==> src/rtl/ex_mux4_rr_arbiter.sv <==
// rtl/ex_mux4_rr_arbiter.sv - round-robin arbiter for 4 requesters sharing one valid/ready port
//
// Purpose:
//   Grants one of four requesters access to a single downstream valid/ready port.
//   It drives the select of an external shared 4:1 data mux and routes the
//   handshake. A grant is held for a whole burst, through the beat with last=1.
//   Simultaneous requests are resolved by rotating priority starting at ptr.
//   There is always one IDLE cycle between bursts.
//
// Configuration:
//   EX_ARB_PRIO0_EN - when defined, requester 0 wins any IDLE arbitration in
//                     which it is requesting. ptr still advances to sel+1.
//
// Ports:
//   ACLK       in   1  clock, rising edge
//   ARESETn    in   1  asynchronous active-low reset
//   req_valid  in   4  per-requester valid
//   req_last   in   4  per-requester last-beat flag, qualified by req_valid
//   req_ready  out  4  per-requester ready, one-hot or zero
//   out_valid  out  1  downstream valid
//   out_last   out  1  downstream last-beat flag
//   out_ready  in   1  downstream ready
//   sel        out  2  shared data mux select (0 = req0 .. 3 = req3)
//   busy       out  1  high while a grant is held

module ex_mux4_rr_arbiter (
    input  logic       ACLK,
    input  logic       ARESETn,
    input  logic [3:0] req_valid,
    input  logic [3:0] req_last,
    output logic [3:0] req_ready,
    output logic       out_valid,
    output logic       out_last,
    input  logic       out_ready,
    output logic [1:0] sel,
    output logic       busy
);

    typedef enum logic {
        IDLE = 1'b0,
        BUSY = 1'b1
    } state_t;

    state_t     state_q, state_d;
    logic [1:0] sel_q, sel_d;
    logic [1:0] ptr_q, ptr_d;

    logic [1:0] winner;
    logic [1:0] idx;
    logic       found;

    always_ff @(posedge ACLK or negedge ARESETn) begin
        if (!ARESETn) begin
            state_q <= IDLE;
            sel_q   <= 2'b00;
            ptr_q   <= 2'b00;
        end else begin
            state_q <= state_d;
            sel_q   <= sel_d;
            ptr_q   <= ptr_d;
        end
    end

    always_comb begin
        // Rotating-priority search: the first requester found scanning
        // ptr, ptr+1, ptr+2, ptr+3 (mod 4) wins.
        winner = ptr_q;
        idx    = ptr_q;
        found  = 1'b0;
        for (int i = 0; i < 4; i++) begin
            idx = ptr_q + 2'(i);
            if (!found && req_valid[idx]) begin
                winner = idx;
                found  = 1'b1;
            end
        end
`ifdef EX_ARB_PRIO0_EN
        // Requester 0 overrides the rotation.
        // When it is not requesting, the search above already skips it.
        if (req_valid[0]) begin
            winner = 2'd0;
        end
`endif

        state_d   = state_q;
        sel_d     = sel_q;
        ptr_d     = ptr_q;
        out_valid = 1'b0;
        out_last  = 1'b0;
        req_ready = 4'b0000;

        case (state_q)
            IDLE: begin
                if (|req_valid) begin
                    sel_d   = winner;
                    state_d = BUSY;
                end
            end
            BUSY: begin
                // The grant holds through bubbles.
                // Only a completed last beat releases it.
                out_valid = req_valid[sel_q];
                out_last  = req_last[sel_q] & req_valid[sel_q];
                req_ready = (4'b0001 << sel_q) & {4{out_ready}};
                if (out_valid && out_ready && out_last) begin
                    state_d = IDLE;
                    ptr_d   = sel_q + 2'd1;
                end
            end
            default: begin
                state_d = IDLE;
            end
        endcase
    end

    assign sel  = sel_q;
    assign busy = (state_q == BUSY);

endmodule
==> config.mk <==
export PLATFORM = sky130hd
export DESIGN_NAME = ex_mux4_rr_arbiter
export DESIGN_NICKNAME = d
export VERILOG_FILES = /design/src/rtl/ex_mux4_rr_arbiter.sv
export SDC_FILE = /design/constraint.sdc
export NUM_CORES = 1
export LEC_CHECK = 0
export BUFFER_PORTS_ARGS = -buffer_cell sky130_fd_sc_hd__buf_2
export CORE_AREA = 2 2 39 41
export CTS_BUF_LIST = sky130_fd_sc_hd__clkbuf_4 sky130_fd_sc_hd__clkbuf_8
export CTS_CLUSTER_DIAMETER = 60
export DETAILED_ROUTE_END_ITERATION = 8
export DIE_AREA = 0 0 41 43
export GPL_ROUTABILITY_DRIVEN = 0
export HOLD_SLACK_MARGIN = 0.1
export SYNTH_ARGS = -nofsm -noshare
export SYNTH_HDL_FRONTEND = slang
export SYNTH_SLANG_ARGS = --single-unit
==> constraint.sdc <==
create_clock -name ACLK -period 1.4 [get_ports ACLK]
set_input_delay 0.07 -clock ACLK [delete_from_list [all_inputs] [get_ports ACLK]]
set_output_delay 0.07 -clock ACLK [all_outputs]
set_load 0.01 [all_outputs]
==> results.yml <==
logic_synthesis:
  post-synth-top-area-fraction: 0.2825
  seq_area_frac_synth: 0.2825
  synthXorXnorAreaFrac: 0
  ys_ff_latch: 5
  synth_top_family_by_area: "simple AND/OR/NAND/NOR gates"
  synth.distinct_cells: 21
  syn_inst: 48
  synth_area_leaders: "dfrtp_1 28%, ha_1 11%, and3_1 7.1%"
  synth-async-reset-ratio: 1.000
  synth_mux_area_frac: 0.2119
  ys_warn_count: 0
  syn-cell-area_sq_um: 442.9
  synthSimpleGateAreaFrac: 0.2203
  synthAdderAreaFrac: 0.1130
  synth_ff_type: "dfrtp_1"
  syn_nets: 63
  syn_avg_cell_area_sq_um: 9.228
  synth_compound_area_frac: 0.1469
  synth_top_cell_by_area: "dfrtp_1"
  synth_enable_flop_cells: 0
floorplan:
  die_h_um: 43
  rows: 14
  fp.coreArea_sq_um: 1384
  initial_core_util: 0.3201
  dieArea_sq_um: 1763
  fp.dieW_um: 41
  pin_count: 20
clock_tree:
  cts_tree: "done"
  cts_buffers: 3
  path_clk_slew_ps: 50
  clk_path_buf_depth: 2
  clk_latency_ps: 240
  cts_root_buf: "clkbuf_4"
  cts_htree_levels: 1
  clock-sinks: 5
timing:
  holdWs_ps: 174.0
  setup_tns_ps: -654.2
  slew_headroom: 0.7836
  finalCritPeriodShare: 1.132
  worst_pin_slew_ps: 322.1
  fmax_ghz: 0.6308
  period_needed_ps: 1585
  hold_viol: 0
  rsz0062_at_grt: "yes"
  setup_ws_ps: -185.2
  setup_violations: 8
  drv_slew: 0
  skew_ps: 5.367
worst_setup_path:
  cp-end-kind: "output port"
  critPathMaxFanout: 2
  cp_num_buf_inv: 1
  worstPathArrival_ps: 1520
  crit_type: "reg2out"
  worst_setup_path_start_kind: "flop"
  crit_family: "multiplexers"
  cp.required_ps: 1330
  path_cells: "mux4_2, and2_4, and3_1, buf_2"
  critPathMaxStageDelay_ps: 500
  cp_slowest_cell: "mux4_2"
finish:
  syn_to_final_growth_pct: 49.44
  final_core_util: 0.4783
  fin_area_sq_um: 661.9
  final_common_cell: "buf_2"
  layout.cells.non_filler: 93
  most-common-layout-cells: "19 x buf_2, 5 x and3_1, 5 x nand2_1"
  nNetsFinal: 93
  n_antenna_cell: 0
  drive_gt1_frac: 0.4935
global_routing:
  antenna_found_initial: 0
  overflow: 0
  grt_max_degree: 8
  grt_pass1_wl_mm: 1.669
  grt_pass1_vias: 419
  grt.total_usage: 0.1379
placement:
  placed_area_sq_um: 581.8
  pre_cts_ws_ps: -92.59
  place_inst: 86
  hpwl_um: 814.3
  port_buffers: 19
job:
  max_cap_violations: 0
pwr:
  powerDensity_nw_per_um2: 1947
  ir_drop_uv: 1037
  p_leak_nw: 0.3433
  power_mw: 1.289
route:
  wl_mm: 1.014
  drt-wirelength-per-cell_um: 10.90
  via_per_inst: 5.043
  drc_errors: 0
  vias: 469
  first_pass_iters: 4
  drt_iter0_drc: 6
  drtAntennaViolNets: 0
outcome:
  violations: "setup timing"
  status: "finished, violations left"
hold_path:
  hold_path.class: "in2async"
==> what timing repair did <==
item / CTS / global route
gates resized for setup: 6 / 1
pin swaps: 1 / 0
endpoints found under the setup margin: 6 / 8
buffers inserted: 2 / 0
hold buffers: 1 / 0
hold endpoints to repair: 5 / 0
==> layout make-up <==
type                       instances  area, sq um
multi-input combinational         40        325.3
timing repair buffer              25        146.4
tap                               16        20.02
inverter                           3        13.76
fill                             135        721.9
clock buffer                       4        30.03
sequential                         5        126.4
==> cells in the mapped netlist, drive strengths merged (2+ instances only) <==
master  instances
and3            5
dfrtp           5
nand2           5
ha              4
a21oi           3
inv             3
mux2            3
mux2i           3
nor3            3
o21ai           3
nor2            2
nor2b           2
==> final timing paths <==
| kind | start | end | slack (ps) | depth (start not counted) |
|---|---|---|---|---|
| setup / recovery | sel[0] | out_last | -190 | 4 |
| hold / removal | ARESETn | ptr_q[1] | 170 | 2 |
| setup reg to reg | sel[0] | ptr_q[1] | -130 | 4 |
| hold reg to reg | busy | busy | 570 | 1 |
| max in group asynchronous | ARESETn | sel[0] | 1080 | 2 |
| min in group ACLK | req_valid[2] | busy | 200 | 4 |
==> flip-flops by register name, indices dropped and copies added (netlist names) <==
name / cells
busy: 1
sel: 2
ptr_q: 2
==> kinds of logic (layout without fill, tap and decap cells) <==
kind of cell               after synthesis  in the layout
adders and majority gates                4              4
and+or+nand+nor                         19             19
buffers and inverters                    3             32
muxes                                    7              7
AOI/OAI and AO/OA                       10             10
DFF                                      5              5
==> per-layer routing <==
layer / up-vias / track usage / routed length (um) / share of wire
met4: 0 / 0.02000 / 0 / 0
met2: 24 / 0.2188 / 476 / 0.47
met1: 215 / 0.1694 / 432 / 0.43
met5: - / 0 / 0 / 0
li1: 230 / - / - / -
met3: 0 / 0.06283 / 106 / 0.10
==> report_power, final <==
part | internal [mW] | total, mW | switching, mW
Sequential | 0.218 | 0.310 | 0.0927
Clock | 0.127 | 0.186 | 0.0592
Combinational | 0.439 | 0.792 | 0.353
No activity file was read; power rests on OpenSTA's default activity.
